## src/rtl/full_adder.sv

```systemverilog
// Single-bit full adder cell: Sum = A ^ B ^ C, Carry = majority(A, B, C).
module full_adder (
    input  logic A,
    input  logic B,
    input  logic C,
    output logic Sum,
    output logic Carry
);

    // Purely combinational sum and carry
    assign Sum   = A ^ B ^ C;
    assign Carry = (A & B) | (C & (A ^ B));

endmodule

```

## src/rtl/serial_adder_ctrl.sv

```systemverilog
// Bit-serial adder controller. Two WIDTH-bit operands are captured on an
// accepted start, then fed LSB-first through one full_adder cell, one bit
// per clock, with the carry held in a flop between bits. Sum bits are
// shifted in at the MSB of a partial-sum register, so after WIDTH steps
// the register holds the complete result. {Cout, Sum} == A + B + Cin.
module serial_adder_ctrl #(
    parameter int WIDTH = 8
) (
    input  logic             clk,
    input  logic             rst,
    input  logic             start,
    input  logic [WIDTH-1:0] A,
    input  logic [WIDTH-1:0] B,
    input  logic             Cin,
    output logic             busy,
    output logic             done,
    output logic [WIDTH-1:0] Sum,
    output logic             Cout
);

    localparam int CW = (WIDTH > 1) ? $clog2(WIDTH) : 1;
    localparam logic [CW-1:0] LAST_BIT = CW'(WIDTH - 1);

    typedef enum logic [1:0] {
        IDLE = 2'd0,
        RUN  = 2'd1,
        DONE = 2'd2
    } state_t;

    state_t           state_reg;
    logic [WIDTH-1:0] sha_reg;
    logic [WIDTH-1:0] shb_reg;
    logic [WIDTH-1:0] psum_reg;
    logic [WIDTH-1:0] sum_reg;
    logic [CW-1:0]    cnt_reg;
    logic             carry_reg;
    logic             cout_reg;
    logic             busy_reg;
    logic             done_reg;

    logic [WIDTH-1:0] sha_next;
    logic [WIDTH-1:0] shb_next;
    logic [WIDTH-1:0] psum_next;
    logic             fa_sum;
    logic             fa_carry;

    // The one shared adder cell: current operand LSBs plus the stored carry
    full_adder u_fa (
        .A     (sha_reg[0]),
        .B     (shb_reg[0]),
        .C     (carry_reg),
        .Sum   (fa_sum),
        .Carry (fa_carry)
    );

    // Right-shift networks: operands zero-fill, partial sum takes the new bit at the MSB
    generate
        for (genvar gi = 0; gi < WIDTH - 1; gi++) begin : g_shift
            assign sha_next[gi]  = sha_reg[gi+1];
            assign shb_next[gi]  = shb_reg[gi+1];
            assign psum_next[gi] = psum_reg[gi+1];
        end
    endgenerate

    assign sha_next[WIDTH-1]  = 1'b0;
    assign shb_next[WIDTH-1]  = 1'b0;
    assign psum_next[WIDTH-1] = fa_sum;

    // Control FSM with datapath registers and registered status outputs
    always_ff @(posedge clk or posedge rst) begin
        if (rst) begin
            state_reg <= IDLE;
            sha_reg   <= '0;
            shb_reg   <= '0;
            psum_reg  <= '0;
            sum_reg   <= '0;
            cnt_reg   <= '0;
            carry_reg <= 1'b0;
            cout_reg  <= 1'b0;
            busy_reg  <= 1'b0;
            done_reg  <= 1'b0;
        end else begin
            case (state_reg)
                IDLE: begin
                    done_reg <= 1'b0;
                    if (start) begin
                        sha_reg   <= A;
                        shb_reg   <= B;
                        carry_reg <= Cin;
                        psum_reg  <= '0;
                        cnt_reg   <= '0;
                        busy_reg  <= 1'b1;
                        state_reg <= RUN;
                    end
                end
                RUN: begin
                    sha_reg   <= sha_next;
                    shb_reg   <= shb_next;
                    psum_reg  <= psum_next;
                    carry_reg <= fa_carry;
                    if (cnt_reg == LAST_BIT) begin
                        // Last bit: publish the result; counter is left as-is so it never wraps
                        sum_reg   <= psum_next;
                        cout_reg  <= fa_carry;
                        busy_reg  <= 1'b0;
                        done_reg  <= 1'b1;
                        state_reg <= DONE;
                    end else begin
                        cnt_reg <= cnt_reg + 1'b1;
                    end
                end
                DONE: begin
                    done_reg  <= 1'b0;
                    state_reg <= IDLE;
                end
                default: begin
                    busy_reg  <= 1'b0;
                    done_reg  <= 1'b0;
                    state_reg <= IDLE;
                end
            endcase
        end
    end

    assign busy = busy_reg;
    assign done = done_reg;
    assign Sum  = sum_reg;
    assign Cout = cout_reg;

endmodule
```

## config.mk

```make
export PLATFORM = sky130hd
export DESIGN_NAME = serial_adder_ctrl
export DESIGN_NICKNAME = d
export VERILOG_FILES = /design/src/rtl/full_adder.sv /design/src/rtl/serial_adder_ctrl.sv
export SDC_FILE = /design/constraint.sdc
export NUM_CORES = 1
export LEC_CHECK = 0
export ABC_AREA = 1
export CAP_MARGIN = 20
export CORE_MARGIN = 1
export CORE_UTILIZATION = 57
export DETAILED_ROUTE_END_ITERATION = 6
export GPL_TIMING_DRIVEN = 0
export PLACE_DENSITY = 0.84
export RECOVER_POWER = 50
export REMOVE_ABC_BUFFERS = 1
export SYNTH_ARGS = -nofsm -noshare
export SYNTH_HDL_FRONTEND = slang
export SYNTH_SLANG_ARGS = --single-unit
```

## constraint.sdc

```tcl
create_clock -name clk -period 3.1 [get_ports clk]
set_input_delay 0.465 -clock clk [delete_from_list [all_inputs] [get_ports clk]]
set_output_delay 0.465 -clock clk [all_outputs]
set_load 0.03 [all_outputs]
```

# After elaboration in Yosys (flattened, before gate mapping)
# Cells that the tools add are included.
# totals
register_bits,41
input_bits,20
output_inout_bits,11
# op_classes
addsub,1
n_eq_ne,6
mux,19
n_bitwise,6
n_reduce_logical,7
# op_table
operator,n
$pmux 8 s2,3
$mux 8,3
$mux 3,2
$ne 2x2->1 const B,3
$pmux 3 s2,1
$reduce_and 2->1,3
$reduce_and 3->1,2
$mux 1,5
$mux 2,2
$pmux 2 s2,1
$add 3x1->3 const B,1
$eq 3x3->1 const B,1
$pmux 1 s3,1
$and 1x1->1,2
$eq 2x1->1 const B,1
$eq 2x2->1 const B,1
$logic_not 2->1,1
$pmux 1 s2,1
$reduce_bool 2->1,1
$xor 1x1->1,2
$not 1->1,1
$or 1x1->1,1

# Logic depth before layout (Yosys ltp)
# depth
word_depth,4
mapped_depth,7

# Cells and area by module
# A second synthesis with hierarchy kept.
# hier_totals
hier_cells,234
hier_area_um2,1885.6
# by_module_without_submodules
module,instances,cells_per_inst,area_per_inst_um2
serial_adder_ctrl,1,233,1865.5
full_adder,1,1,20.0

# Worst setup path before layout
# No wires, ideal clock.
# synth_timing
kind,reg2reg
startpoint,reg cnt_reg[0]
endpoint,reg sum_reg[0] (netlist: Sum[0])
setup_ns,0.074
arrival_ns,1.192
setup_slack_ns,1.834
path_stages_with_launch,7
path_buffers,1
synth_period_minus_slack_ns,1.266
path_cell_list,dfrtp_1 ha_1 ha_1 nand2_2 buf_6 nand2_1 o21ai_2
# synth_between
elab_chain_cells,2
# synth_rtl
element,line_no,text
"start, declared",serial_adder_ctrl.sv:35,logic [CW-1:0] cnt_reg;
"start signal, assigned",serial_adder_ctrl.sv:109,cnt_reg <= cnt_reg + 1'b1;
$eq 3x3->1,serial_adder_ctrl.sv:101,if (cnt_reg == LAST_BIT) begin
$reduce_and 2->1 (no line),n/a,
"end signal, assigned",serial_adder_ctrl.sv:103,sum_reg <= psum_next;
"end, declared",serial_adder_ctrl.sv:34,logic [WIDTH-1:0] sum_reg;
# No other way between the ends.
# A chain may end at the register's enable or synchronous reset.

# Worst setup path after layout
# layout_timing
startpoint,reg state_reg[1]
endpoint,reg shb_reg[2]
# layout_between
elab_chain_cells,3
word_cells_on_any_way,6
# layout_rtl
element,line_no,text
"start, declared",serial_adder_ctrl.sv:30,state_t state_reg;
"start signal, assigned",serial_adder_ctrl.sv:72,state_reg <= IDLE;
"start signal, assigned",serial_adder_ctrl.sv:93,state_reg <= RUN;
"start signal, assigned",serial_adder_ctrl.sv:107,state_reg <= DONE;
$eq 2x1->1 or $logic_not 2->1 (tied branches),serial_adder_ctrl.sv:83,case (state_reg)
$reduce_bool 2->1 (no line) or $ne 2x2->1 (tied branches),n/a,
$reduce_and 2->1 (no line),n/a,
"end signal, assigned",serial_adder_ctrl.sv:98,shb_reg <= shb_next;
"end, declared",serial_adder_ctrl.sv:32,logic [WIDTH-1:0] shb_reg;
# Several ways; a longest one is shown, not always the timed one.

==> impl_metrics.ini <==
[timing]
max_slew.worst_pin.slew_ns = 1.46
slew_headroom_pct = 2.43
fin_crit_sh_pct = 86.1
fin_worst_skew_ns = 0.00674
max_freq_mhz = 374
slew_violations = 0
setup_tns_ns = 0
setup_viol = 0
rsz0062_at_grt = false
fin_crit_ns = 2.67
hold_viol_final = 0

[synth]
yosysTopAreaCell = dfrtp_1
synth_top_area_share_pct = 52.3
ys_seq_area_share_pct = 52.3
synth-edff-count = 0
yosys.cell_count.top_type = nand2_1
synth.avg_cell_area_um2 = 8.19
synthCells = 234
synth_cell_type_count = 16
synth_seq_cells = 40
ys_top_cells_by_count = nand2_1, nand3_1, inv_1, dfrtp_1, o21ai_0
yosysWarnings = 0
synth_flop_cell = dfrtp_1
async_flop_share_pct = 100
synth_area_um2 = 1920
synth_area_leaders = dfrtp_1, nand3_1, nand2_1

[clock_tree]
ctsHtreeMaxLevel = 2
clk_path_buf_depth = 2
cts_sinks = 40
worst_skew_pair.late_latency_ns = 0.35
cts_buffers = 5
hold_buffers = 0
clkTransAtPathRegs_ns = 0.11
cts.repair.resized = 0
cts_root_buffer = clkbuf_4
postCtsSetupBuffers = 0
cts_tree = yes

[worst_setup_path]
start_kind = flop
worstPathRequired_ns = 3.39
rr_worst_depth = 5
cp-end-kind = flop
cp.depth = 5
r2r_setup_slack_ns = 0.43
crit_chain = inv_1 > nand2_1 > nand2_2 > nand3_1 > nand2_1
critPathLaunch = state_reg[1]
cpPeakStageDelay_ns = 0.79
critPathBufInv = 1
crit_top_cell = nand2_1
cp_slowest_cell = nand2_1
critPathMaxFanout = 32
r2r_end = shb_reg[2]
crit_type = flop to flop
critPathTopFamily = simple AND/OR/NAND/NOR gates
arrival_ns = 2.96
r2r_start = state_reg[1]

[floorplan]
num_rows = 20
io_pins = 31
die_w_um = 60.0
dieArea_um2 = 3600
start_util_pct = 61.2
die_h_um = 60.0
core_area_um2 = 3130

[drt]
finalWirelength_mm = 3.49
drt-wirelength-per-cell_um = 11.5
drt_iter0_drc = 82
drt_first_pass_iters = 4
viasPerCell = 5.03
drtAntennaViolNets = 0
vias = 1530
drc_errors = 0

[power_and_ir_drop]
p_total_mw = 2.29
p_comb_share_pct = 46.7
clkPwrFrac_pct = 12.4
p_leak_nw = 1.20
swShare_pct = 42.5
peakVddDrop_mv = 0.533
p_int_mw = 1.32
power.share.sequential_pct = 40.9
powerDensity_nw_per_um2 = 1010
power.switching_mw = 0.974

[grt]
track_usage_pct = 22.4
use_met2_pct = 36.7
use_met3_pct = 6.49
grt-busiest-layer = met2
grtUsageMet1_pct = 28.2
overflow = 0
grt_max_degree = 41
grt_pass1_wl_mm = 5.95
grt_pass1_vias = 1439
antenna_found_initial = 0

[hold_path]
hold_class = flop to flop
hold_depth = 2
min-delay-start = Sum[6]
hold_path_end = Sum[6]

[cells_and_area]
multiInputGateArea_um2 = 688
fin_util_pct = 72.8
instances_no_fill = 304
final_nets = 283
nFillCells = 231
diodes = 0
drive_gt1_share_pct = 7.69
register_area_um2 = 1000
area_growth_pct = 18.9

[placement]
port_buffers = 30
hpwl_mm = 2.21
dp_cells = 297
gp_congestion = 0.793

[outcome]
outcome = complete, no violations

[job]
cap_viol_max_count = 0
how the worst max path moves through the flow:
stage,endpoint,slack (ns)
floorplan,psum_reg[1],1.15
global placement,sha_reg[0],0.45
detailed placement,shb_reg[2],0.46
CTS,shb_reg[2],0.42
global route,sha_reg[0],0.16
finish,shb_reg[2],0.43
power groups by stage:
stage / logic, mW / registers (mW) / clock network, mW
after global placement: 1.04 / 0.931 / 0
after floorplan: 0.638 / 1.04 / 0
final: 1.07 / 0.937 / 0.285
after global routing: 1.22 / 0.964 / 0.312
after CTS: 1.08 / 0.934 / 0.292
after detailed placement: 1.07 / 0.943 / 0
metal layers:
metal,routed length (um),share of wire (%)
met1,1590,46
met2,1710,49
met3,151,4.3
met4,41,1.2
met5,0,0
worst min-delay path, stage by stage (launching register included):
cell and delay (ns):
dfrtp_1 0.35, nand2_1 0.06, o21ai_2 0.05
per-stage QoR:
step	cell area [um^2]	setup slack (ns)	hold slack, ns
2_1_floorplan	1860	1.15	0.453
3_3_place_gp	2210	0.454	0.460
3_5_place_dp	2210	0.463	0.470
4_1_cts	2280	0.420	0.495
5_1_grt	2280	0.160	0.522
6_report	2280	0.430	0.488
final cells by class:
type	count	area share, %
Clock buffer	7	2.86
Timing Repair Buffer	30	13.2
Tap cell	44	2.42
Sequential cell	40	43.9
Multi-Input combinational cell	138	30.2
Inverter	45	7.41
kinds of logic after synthesis:
| family | count (synthesis) | synth area share, % |
|---|---|---|
| fa+ha+maj | 3 | 2.35 |
| simple gates | 118 | 27.6 |
| buf+inv | 56 | 11.8 |
| compound gates | 17 | 6.01 |
| flops | 40 | 52.3 |
placed cells by master, fill, tap and decap left out, drive strengths merged, types with 2 or more instances in the layout:
| master | instances |
|---|---|
| nor2 | 4 |
| clkbuf | 7 |
| nand4 | 3 |
| inv | 45 |
| ha | 2 |
| dfrtp | 40 |
| nand3 | 50 |
| o21ai | 17 |
| nand2 | 61 |
| clkdlybuf4s50 | 29 |
Note: power is estimated with default switching activity, not from simulation.
